### src/rtl/pipe_datapath.sv
// pipe_datapath: parametrised 5-stage (IF/ID/EX/MEM/WB) datapath with per-stage
// valid bits, EX operand forwarding, load-use stall/bubble and a retire counter.
// Control decode and both memories are external.
//
// Ports:
//   clk, rst                 rising-edge clock, synchronous active-high reset
//   imem_addr / imem_rdata   current PC / instruction at that PC (same cycle)
//   opcode                   IF/ID instr[15:12], decoded externally
//   alu_sel, reg_write_en,
//   mem_write_en, mem_to_reg,
//   mem_op                   control for the instruction in ID (same cycle)
//   dmem_addr/wdata/we       MEM-stage data memory access, write on clk edge
//   dmem_rdata               combinational read of dmem_addr
//   stall                    PC and IF/ID held this cycle (combinational)
//   retire_cnt               valid instructions that completed WB, wraps
module pipe_datapath #(
  parameter int unsigned DATA_W   = 8,
  parameter int unsigned PC_W     = 8,
  parameter int unsigned FWD_EN   = 1,
  parameter int unsigned RETIRE_W = 16
) (
  input  logic                clk,
  input  logic                rst,
  output logic [PC_W-1:0]     imem_addr,
  input  logic [15:0]         imem_rdata,
  output logic [3:0]          opcode,
  input  logic [1:0]          alu_sel,
  input  logic                reg_write_en,
  input  logic                mem_write_en,
  input  logic                mem_to_reg,
  input  logic                mem_op,
  output logic [7:0]          dmem_addr,
  output logic [DATA_W-1:0]   dmem_wdata,
  output logic                dmem_we,
  input  logic [DATA_W-1:0]   dmem_rdata,
  output logic                stall,
  output logic [RETIRE_W-1:0] retire_cnt
);

  localparam int unsigned INSTR_W = 16;
  localparam int unsigned REG_N   = 16;
  localparam int unsigned RIDX_W  = 4;
  localparam int unsigned MADDR_W = 8;
  localparam bit          FWD     = (FWD_EN != 0);

  // Pending-write match: a valid stage that will write rd, and rd is the source.
  function automatic logic hit(input logic v, input logic we,
                               input logic [RIDX_W-1:0] rd,
                               input logic [RIDX_W-1:0] src);
    return v && we && (rd == src);
  endfunction

  // Fetch / IF/ID
  logic [PC_W-1:0]    pc;
  logic               if_id_valid;
  logic [INSTR_W-1:0] if_id_instr;

  // ID/EX
  logic               id_ex_valid;
  logic               id_ex_rwe;
  logic               id_ex_mwe;
  logic               id_ex_mtr;
  logic [1:0]         id_ex_alu_sel;
  logic [RIDX_W-1:0]  id_ex_rd;
  logic [RIDX_W-1:0]  id_ex_src1;
  logic [RIDX_W-1:0]  id_ex_src2;
  logic [DATA_W-1:0]  id_ex_op1;
  logic [DATA_W-1:0]  id_ex_op2;
  logic [MADDR_W-1:0] id_ex_addr;

  // EX/MEM
  logic               ex_mem_valid;
  logic               ex_mem_rwe;
  logic               ex_mem_mwe;
  logic               ex_mem_mtr;
  logic [RIDX_W-1:0]  ex_mem_rd;
  logic [DATA_W-1:0]  ex_mem_alu;
  logic [DATA_W-1:0]  ex_mem_sdata;
  logic [MADDR_W-1:0] ex_mem_addr;

  // MEM/WB
  logic               mem_wb_valid;
  logic               mem_wb_rwe;
  logic [RIDX_W-1:0]  mem_wb_rd;
  logic [DATA_W-1:0]  mem_wb_data;

  logic [DATA_W-1:0]  regfile [REG_N];

  // ID-stage combinational signals
  logic [RIDX_W-1:0]  id_rd;
  logic [RIDX_W-1:0]  id_rs2;
  logic [RIDX_W-1:0]  id_src1;
  logic               id_use1;
  logic               id_use2;
  logic [DATA_W-1:0]  id_rdata1;
  logic [DATA_W-1:0]  id_rdata2;
  logic               wb_write;
  logic               busy1;
  logic               busy2;
  logic               hazard;

  // EX-stage combinational signals
  logic [DATA_W-1:0]  ex_a;
  logic [DATA_W-1:0]  ex_b;
  logic [DATA_W-1:0]  ex_alu;

  assign imem_addr  = pc;
  assign opcode     = if_id_instr[15:12];
  assign dmem_addr  = ex_mem_addr;
  assign dmem_wdata = ex_mem_sdata;
  assign dmem_we    = !rst && ex_mem_valid && ex_mem_mwe;
  assign stall      = !rst && hazard;
  assign wb_write   = mem_wb_valid && mem_wb_rwe;

  // Decode register fields; a store reads rd as its data on read port 1.
  // Loads use no register source, so they never wait on a producer.
  always_comb begin
    id_rd   = if_id_instr[11:8];
    id_rs2  = if_id_instr[3:0];
    id_src1 = mem_write_en ? if_id_instr[11:8] : if_id_instr[7:4];
    id_use1 = (reg_write_en && !mem_op) || mem_write_en;
    id_use2 = reg_write_en && !mem_op;
  end

  // Register read with write-through from the instruction retiring this cycle.
  always_comb begin
    id_rdata1 = regfile[id_src1];
    id_rdata2 = regfile[id_rs2];
    if (wb_write && (mem_wb_rd == id_src1)) id_rdata1 = mem_wb_data;
    if (wb_write && (mem_wb_rd == id_rs2))  id_rdata2 = mem_wb_data;
  end

  // Hazard detection: with forwarding only a load in EX blocks a consumer;
  // without it, any in-flight write to a source blocks until it has retired.
  always_comb begin
    busy1 = 1'b0;
    busy2 = 1'b0;
    if (FWD) begin
      busy1 = hit(id_ex_valid, id_ex_rwe && id_ex_mtr, id_ex_rd, id_src1);
      busy2 = hit(id_ex_valid, id_ex_rwe && id_ex_mtr, id_ex_rd, id_rs2);
    end else begin
      busy1 = hit(id_ex_valid, id_ex_rwe, id_ex_rd, id_src1)
           || hit(ex_mem_valid, ex_mem_rwe, ex_mem_rd, id_src1)
           || hit(mem_wb_valid, mem_wb_rwe, mem_wb_rd, id_src1);
      busy2 = hit(id_ex_valid, id_ex_rwe, id_ex_rd, id_rs2)
           || hit(ex_mem_valid, ex_mem_rwe, ex_mem_rd, id_rs2)
           || hit(mem_wb_valid, mem_wb_rwe, mem_wb_rd, id_rs2);
    end
    hazard = if_id_valid && ((id_use1 && busy1) || (id_use2 && busy2));
  end

  // EX operand selection (EX/MEM beats MEM/WB beats ID/EX) and ALU.
  // A load in EX/MEM has no data yet, so it is excluded from that path.
  always_comb begin
    ex_a = id_ex_op1;
    ex_b = id_ex_op2;
    if (FWD) begin
      if (hit(ex_mem_valid, ex_mem_rwe && !ex_mem_mtr, ex_mem_rd, id_ex_src1))
        ex_a = ex_mem_alu;
      else if (hit(mem_wb_valid, mem_wb_rwe, mem_wb_rd, id_ex_src1))
        ex_a = mem_wb_data;
      if (hit(ex_mem_valid, ex_mem_rwe && !ex_mem_mtr, ex_mem_rd, id_ex_src2))
        ex_b = ex_mem_alu;
      else if (hit(mem_wb_valid, mem_wb_rwe, mem_wb_rd, id_ex_src2))
        ex_b = mem_wb_data;
    end
    case (id_ex_alu_sel)
      2'b00:   ex_alu = ex_a + ex_b;
      2'b01:   ex_alu = ex_a - ex_b;
      2'b10:   ex_alu = ex_a & ex_b;
      default: ex_alu = ex_a | ex_b;
    endcase
  end

  // PC, valid bits and retire counter; a hazard holds PC/IF-ID and bubbles ID/EX.
  always_ff @(posedge clk) begin
    if (rst) begin
      pc           <= '0;
      if_id_valid  <= 1'b0;
      id_ex_valid  <= 1'b0;
      ex_mem_valid <= 1'b0;
      mem_wb_valid <= 1'b0;
      retire_cnt   <= '0;
    end else begin
      if (!hazard) begin
        pc          <= pc + PC_W'(1);
        if_id_valid <= 1'b1;
      end
      id_ex_valid  <= if_id_valid && !hazard;
      ex_mem_valid <= id_ex_valid;
      mem_wb_valid <= ex_mem_valid;
      if (mem_wb_valid) retire_cnt <= retire_cnt + RETIRE_W'(1);
    end
  end

  // Register file: cleared by reset, written from WB.
  always_ff @(posedge clk) begin
    if (rst) begin
      for (int i = 0; i < REG_N; i++) regfile[i] <= '0;
    end else if (wb_write) begin
      regfile[mem_wb_rd] <= mem_wb_data;
    end
  end

  // Stage payloads; only meaningful when the matching valid bit is set.
  always_ff @(posedge clk) begin
    if (!hazard) if_id_instr <= imem_rdata;

    id_ex_rwe     <= reg_write_en;
    id_ex_mwe     <= mem_write_en;
    id_ex_mtr     <= mem_to_reg;
    id_ex_alu_sel <= alu_sel;
    id_ex_rd      <= id_rd;
    id_ex_src1    <= id_src1;
    id_ex_src2    <= id_rs2;
    id_ex_op1     <= id_rdata1;
    id_ex_op2     <= id_rdata2;
    id_ex_addr    <= if_id_instr[7:0];

    ex_mem_rwe    <= id_ex_rwe;
    ex_mem_mwe    <= id_ex_mwe;
    ex_mem_mtr    <= id_ex_mtr;
    ex_mem_rd     <= id_ex_rd;
    ex_mem_alu    <= ex_alu;
    ex_mem_sdata  <= ex_a;
    ex_mem_addr   <= id_ex_addr;

    mem_wb_rwe    <= ex_mem_rwe;
    mem_wb_rd     <= ex_mem_rd;
    mem_wb_data   <= ex_mem_mtr ? dmem_rdata : ex_mem_alu;
  end

endmodule

### config.mk
export PLATFORM = sky130hd
export DESIGN_NAME = pipe_datapath
export DESIGN_NICKNAME = d
export VERILOG_FILES = /design/src/rtl/pipe_datapath.sv
export SDC_FILE = /design/constraint.sdc
export NUM_CORES = 1
export LEC_CHECK = 0
export ABC_AREA = 0
export BUFFER_PORTS_ARGS = -buffer_cell sky130_fd_sc_hd__buf_2
export CAP_MARGIN = 20
export CORE_ASPECT_RATIO = 0.9
export CORE_UTILIZATION = 51
export CTS_BUF_LIST = sky130_fd_sc_hd__clkbuf_16
export DETAILED_ROUTE_END_ITERATION = 10
export PLACE_DENSITY = 0.7
export SETUP_SLACK_MARGIN = 0.2
export SLEW_MARGIN = 20
export SYNTH_ARGS = -nofsm -noshare
export SYNTH_HDL_FRONTEND = slang
export SYNTH_SLANG_ARGS = --single-unit
### constraint.sdc
create_clock -name clk -period 3.6 [get_ports clk]
set_input_delay 0 -clock clk [delete_from_list [all_inputs] [get_ports clk]]
set_output_delay 0 -clock clk [all_outputs]
set_load 0.01 [all_outputs]
# After elaboration in Yosys (flattened, before gate mapping)
# Memory sizes are Yosys's and may differ from the RTL's. A register that Yosys moved wholly into a read port is not among the register bits.
# Index checks and enable logic that the tools add are counted.
dict set report totals {
  reg_bits 129
  ram_bits 128
  n_memories 1
  out_inout_bits 46
  latch_bits 0
  rom_bits 0
}
# memory words word_bits rd rd_clocked_by_memory_dff write_ports line_no
set memory_table {}
lappend memory_table {regfile 16 8 2 1 16 87} ;# logic [DATA_W-1:0] regfile [REG_N];
dict set report op_classes {
  mux 18
  n_reduce_logical 29
  multipliers 0
  shifts 0
  bitwise_logic 2
  magnitude_cmp 0
  n_eq_ne 10
  n_div 0
  n_addsub 4
}
# cell n
set ops {}
lappend ops {{2-to-1 mux 8 bit} 8}
lappend ops {{== test 4 bit} 8}
lappend ops {{one-hot mux 8 bit (3 select lines)} 1}
lappend ops {{logical AND 1 bit} 21}
lappend ops {{adder 16 x 1 -> 16 bit (second input constant)} 1}
lappend ops {{2-to-1 mux 4 bit} 3}
lappend ops {{adder 8 x 1 -> 8 bit (second input constant)} 1}
lappend ops {{adder 8 bit} 1}
lappend ops {{AND 8 bit} 1}
lappend ops {{OR 8 bit} 1}
lappend ops {{OR reduction 8 bit} 1}
lappend ops {{subtractor 8 bit} 1}
lappend ops {{2-to-1 mux 1 bit} 6}
lappend ops {{logical NOT 1 bit} 4}
lappend ops {{== test 2 x 1 -> 1 bit (second input constant)} 1}
lappend ops {{== test 2 bit (second input constant)} 1}
lappend ops {{logical NOT 2 bit} 1}
lappend ops {{logical OR 1 bit} 2}

# Depth between registers and ports, before layout
dict set report logic_depth {
  depth_word 8
  ltp_mapped 21
  mapped_depth_nobuf 18
}

# Least setup slack after synthesis
# No wires, ideal clock.
dict set report synth_path {
  kind {register -> register}
  startpoint {register ex_mem_mtr}
  endpoint {register ex_mem_alu[7]}
  path_slack_ns -0.009
  required_ns 3.484
  synth_period_minus_slack_ns 3.609
  path_stages_with_launch 20
  n_path_buf 2
  arrival_time_ns 3.492
  setup_time_ns 0.116
  path_cell_list {dfxtp_1 > buf_2 > nand3b_2 > or2_1 > buf_6 > a31oi_1 > inv_1 > ha_1 > nand2_1 > o21ai_0 > inv_1 > ha_1 > nor2b_1 > o21ai_0 > a21o_1 > a31oi_1 > mux2i_1 > mux2i_1 > a2bb2oi_2 > o211a_1}
}
dict set report synth_between {
  elab_chain_cells 7
  word_cells_on_any_way 12
  classes_between {add/sub: 2; mux: 3; bitwise: 2; reduce/logical: 5}
}
# item line_no
set synth_lines {}
lappend synth_lines {{start: declaration} 75} ;# logic ex_mem_mtr;
lappend synth_lines {{start signal: assignment} 222} ;# ex_mem_mtr <= id_ex_mtr;
lappend synth_lines {{logical NOT 1 bit *} {158, 162}}
lappend synth_lines {{logical AND 1 bit *} {158, 162}}
lappend synth_lines {{logical AND 1 bit *} 50} ;# return v && we && (rd == src);
lappend synth_lines {{logical AND 1 bit} 50}
lappend synth_lines {{2-to-1 mux 8 bit (on tied branches)} {158, 162}}
lappend synth_lines {{subtractor 8 bit, or another cell as far along} 169} ;# 2'b01: ex_alu = ex_a - ex_b;
lappend synth_lines {{one-hot mux 8 bit (3 select lines) *} 167} ;# case (id_ex_alu_sel)
lappend synth_lines {{via ex_alu[7]} 105} ;# logic [DATA_W-1:0] ex_alu;
lappend synth_lines {{end signal: assignment} 224} ;# ex_mem_alu <= ex_alu;
lappend synth_lines {{end: declaration} 77} ;# logic [DATA_W-1:0] ex_mem_alu;
# Mark *: on every way through the listed nets, which the timed path passes. The rest lies on a longest branch.
# A chain may end at the register's enable or synchronous reset.

# Final worst setup path
dict set report layout_path {
  startpoint {register ex_mem_rd[2]}
  endpoint {register ex_mem_alu[7]}
}
dict set report layout_between {
  elab_chain_cells 5
  word_cells_on_any_way 11
  classes_between {add/sub: 2; eq/ne: 2; mux: 3; bitwise: 2; reduce/logical: 2}
}
# item line_no
set layout_lines {}
lappend layout_lines {{start: declaration} 76} ;# logic [RIDX_W-1:0] ex_mem_rd;
lappend layout_lines {{start signal: assignment} 223} ;# ex_mem_rd <= id_ex_rd;
lappend layout_lines {{== test 4 bit} 50}
lappend layout_lines {{logical AND 1 bit} 50}
lappend layout_lines {{2-to-1 mux 8 bit (on tied branches)} {158, 162}}
lappend layout_lines {{subtractor 8 bit, or another cell as far along} 169}
lappend layout_lines {{one-hot mux 8 bit (3 select lines) *} 167}
lappend layout_lines {{via ex_alu[7]} 105}
# Marks and branches as above.

==> results.rst <==
.. list-table::
   :header-rows: 1

   * - Metric
     - Value
   * - Detailed placement HPWL
     - 21800 um
   * - Nets@finish
     - 1278
   * - Io pins
     - 78
   * - Outcome
     - complete, but fails checks
   * - Fraction of registers with async set/reset
     - 0
   * - Synth top area share
     - 0.350
   * - Antenna viol nets, final
     - 0
   * - Max stage delay cell, worst path
     - sky130_fd_sc_hd__dfxtp_4
   * - Global route total overflow
     - 0
   * - Period Utilization, post-route
     - 0.970
   * - Post-synth EDFFs
     - 144
   * - Part of the Yosys area used for sequential elements
     - 0.534
   * - Worst hold path type
     - input pin to register
   * - Total via count after detailed routing
     - 9137
   * - Number of detailed-route iterations in the first pass
     - 10
   * - Worst Setup Slack post-DPL
     - -42.4 ps
   * - Net count after synthesis
     - 1149
   * - Final number of hold-violating endpoints
     - 0
   * - CTS sink count
     - 257
   * - Antenna diode count
     - 0
   * - Drt drc
     - 2
   * - Horizontal die dimension
     - 166 um
   * - RSZ-0062 raised after global routing
     - true
   * - Netlist area before placement
     - 12300 um2
   * - Highest routed metal layer
     - met5
   * - Headroom to the max-slew limit
     - 0.400
   * - Pwr/cell area
     - 507 nW/um2
   * - Max cap viols
     - 0
   * - Cell type with the largest total area after synthesis
     - sky130_fd_sc_hd__edfxtp_1
   * - Max Root-Sink Buffers
     - 3
   * - Startpoint of the tightest hold check path
     - alu_sel[1]
   * - CP max FO
     - 4
   * - Synthesis Warnings
     - 0
   * - Clock-pin slew on the worst setup and hold paths
     - 60 ps
   * - Final clock skew
     - 11.7 ps
   * - Starting DRT DRC Count
     - 980
   * - Primary flip-flop cell chosen by synthesis mapping
     - sky130_fd_sc_hd__edfxtp_1
   * - Final number of setup-violating endpoints
     - 0
   * - Violated checks
     - design-rule violations
   * - Arrival time reported for the critical path endpoint
     - 3920 ps
   * - Highest clock frequency the design can meet
     - 0.286 GHz
   * - Number of antenna violations at the first check in global routing
     - 1
   * - Core Area
     - 23500 um2
   * - Number of standard-cell rows in the floorplan
     - 53
   * - Synthesis-stage register bit count
     - 257
   * - Routed length on met2
     - 15100 um
   * - Clock latency of the later-clocked register in the worst-skew pair
     - 550 ps
   * - Count of unique library cells instantiated by Yosys
     - 61
   * - First-pass GRT wire length
     - 51000 um
   * - Total met3 wirelength after detailed routing
     - 3250 um
   * - Leak pwr
     - 5.87 nW
   * - Final slew viol count
     - 0
   * - Cells after Synth
     - 1104
   * - Maximum number of pins on one net before global-route repair
     - 62
   * - Largest stage delay, worst path
     - 360 ps
   * - Routed wire length per instance
     - 21.3 um
   * - Mean instance size in the synthesized netlist
     - 11.2 um2
   * - Die extent in y
     - 150 um
   * - Cells taking the most area after synthesis
     - sky130_fd_sc_hd__edfxtp_1 35%, sky130_fd_sc_hd__dfxtp_1 18%, sky130_fd_sc_hd__mux4_2 6.8%
   * - Start point of the critical path
     - ex_mem_rd[2]
   * - Clock Root Buffer
     - sky130_fd_sc_hd__clkbuf_16
   * - Global-route usage over all layers
     - 0.269
   * - Total CTS buffers
     - 27
   * - Area added between synthesis and finish
     - 19.8%
   * - Htree depth
     - 1
   * - DIE AREA
     - 24800 um2
   * - CP Launch Type
     - register
   * - WP data required
     - 4030 ps
   * - Final setup margin
     - 109 ps
   * - Routed vias/inst
     - 5.87
   * - Via count of the first global-routing pass
     - 8909
   * - Cell-by-cell listing of the critical path
     - xnor2_2 > nand4_2 > or2_4 > a31oi_4 > inv_2 > ha_4 > nand2_2 > o21ai_2 > inv_2 > ha_4 > nor2b_4 > o21ai_2 > a21o_1 > a31oi_4 > mux2i_2 > mux2i_1 > a2bb2oi_2 > o211a_1
   * - Critical path capture point type
     - register
   * - Type of the setup path with the least slack
     - register to register
   * - Number of I/O port buffers
     - 77
   * - Effective utilization at floorplan
     - 0.524
   * - Number of cells in the design after placement
     - 1466
   * - Placer's final routability congestion estimate
     - 0.864
   * - Source of the worst register-to-register timing path
     - ex_mem_rd[2]
   * - Crit path time final
     - 3490 ps
   * - Util after Layout
     - 0.628
   * - Layout cells sized above 1
     - 0.262
   * - Worst Max-Slew Pin Slew
     - 893 ps
   * - Met1 Wirelength
     - 13700 um
   * - Overall routed net length
     - 33100 um
   * - Largest vdd supply drop
     - 0.000441 V
   * - Clock tree from TritonCTS
     - done
   * - Non-filler instance count after layout
     - 1556
## stage by stage
stage	cell area [um2]	power, mW	TNS (ps)	hold WS [ps]
after floorplan	12400	4.23	0	27.7
after global placement	13300	4.66	0	103
after detailed placement	13300	4.68	-42.4	105
after CTS	14700	7.45	0	67.5
after global routing	14800	7.76	-35.4	82.8
final	14800	7.50	0	89.5
## Yosys cell counts (4+ instances only)
cell type	count
sky130_fd_sc_hd__a311oi_1	23
sky130_fd_sc_hd__buf_4	5
sky130_fd_sc_hd__nor3_1	27
sky130_fd_sc_hd__mux2_2	27
sky130_fd_sc_hd__a31oi_1	14
sky130_fd_sc_hd__mux2i_1	20
sky130_fd_sc_hd__nor2b_1	8
sky130_fd_sc_hd__o21ai_0	31
sky130_fd_sc_hd__buf_1	5
sky130_fd_sc_hd__xnor2_1	30
sky130_fd_sc_hd__ha_1	12
sky130_fd_sc_hd__and2_1	114
sky130_fd_sc_hd__edfxtp_1	144
sky130_fd_sc_hd__inv_1	11
sky130_fd_sc_hd__mux4_2	37
sky130_fd_sc_hd__a21oi_1	17
sky130_fd_sc_hd__xor2_1	31
sky130_fd_sc_hd__o21ai_1	4
sky130_fd_sc_hd__maj3_1	4
sky130_fd_sc_hd__nor4_1	5
sky130_fd_sc_hd__or2_2	5
sky130_fd_sc_hd__nand2_1	162
sky130_fd_sc_hd__clkbuf_1	42
sky130_fd_sc_hd__buf_2	25
sky130_fd_sc_hd__buf_6	6
sky130_fd_sc_hd__a31oi_2	4
sky130_fd_sc_hd__and3_1	22
sky130_fd_sc_hd__nor2_1	49
sky130_fd_sc_hd__dfxtp_1	113
sky130_fd_sc_hd__nand2b_1	5
sky130_fd_sc_hd__nand4_1	8
sky130_fd_sc_hd__nand3_1	53
## metal layers
metal  track usage  vias to the layer above
met5             0                        -
met1         0.373                     4403
met4        0.0925                        2
met2         0.426                      471
met3        0.0516                       78
li1              -                     4183
## worst paths after layout
path         cells past startpoint  slack (ps)               end
max                             18         110     ex_mem_alu[7]
min                              2          90  id_ex_alu_sel[1]
max reg2reg                     18         110     ex_mem_alu[7]
min reg2reg                      0         320        ex_mem_mwe
## critical path: cells and delay by family, from the launching register on
kind,cells,cell delay (ps)
and+or+nand+nor,4,630
buffers and inverters,2,150
xor gates and xnor gates,1,170
DFF,1,360
muxes,2,400
adders and majority gates,2,520
AOI/OAI and AO/OA,7,1140
## cells in the final DEF, fill, tap and decap left out, drive strengths merged, types with 17 or more instances in the layout
cell,instances
o21ai,35
nand3,54
buf,152
dlygate4sd3,31
and2,116
a311oi,23
a21oi,17
xnor2,33
dfxtp,113
mux2,27
nor3,28
nand2,162
clkbuf,31
mux2i,21
nor2,49
and3,22
xor2,31
a31oi,18
edfxtp,144
mux4,37
inv,25
## cells by family (layout without fill, tap and decap cells)
family / Yosys count / after routing / synth area share
and+or+nand+nor: 475 / 475 / 0.194
buffers and inverters: 98 / 248 / 0.0375
DFF: 257 / 257 / 0.534
muxes: 85 / 85 / 0.110
xor gates and xnor gates: 64 / 64 / 0.0472
AOI/OAI and AO/OA: 108 / 108 / 0.0598
adders and majority gates: 17 / 17 / 0.0170
## state kept, by name, summed over array words and instances, names as in the netlist, 2 cells and up, named ones only
name / count
dmem_addr: 8
dmem_wdata: 8
ex_mem_alu: 8
ex_mem_rd: 4
id_ex_addr: 8
id_ex_alu_sel: 2
id_ex_op1: 8
id_ex_op2: 8
id_ex_rd: 4
id_ex_src1: 4
if_id_instr: 16
imem_addr: 8
mem_wb_data: 8
mem_wb_rd: 4
regfile: 128
retire_cnt: 16
## report_power, final
group          switching (mW)  total (mW)  leakage [nW]  internal (mW)
Sequential              0.160        3.45          2.43           3.29
Clock                    1.16        2.71         0.471           1.55
Combinational           0.763        1.34          2.96          0.581
## layout make-up
class	count	area, um2
inverter	15	56.3
timing repair buffer	183	1300
tap	302	378
fill	1852	8750
clock buffer	31	776
sequential	257	6610
clock inverter	19	101
multi-input combinational	749	5570
## what timing repair did
| action | in CTS | in global routing |
|---|---|---|
| gates resized for setup | 32 | 22 |
| buffers inserted | 6 | 3 |
| endpoints found under the hold margin | 59 | 0 |
| pin swaps | 16 | 12 |
| setup endpoints to repair | 1 | 2 |
| gates cloned | 0 | 0 |
| hold buffers | 31 | 0 |
Power figures use the tool's default switching activity.
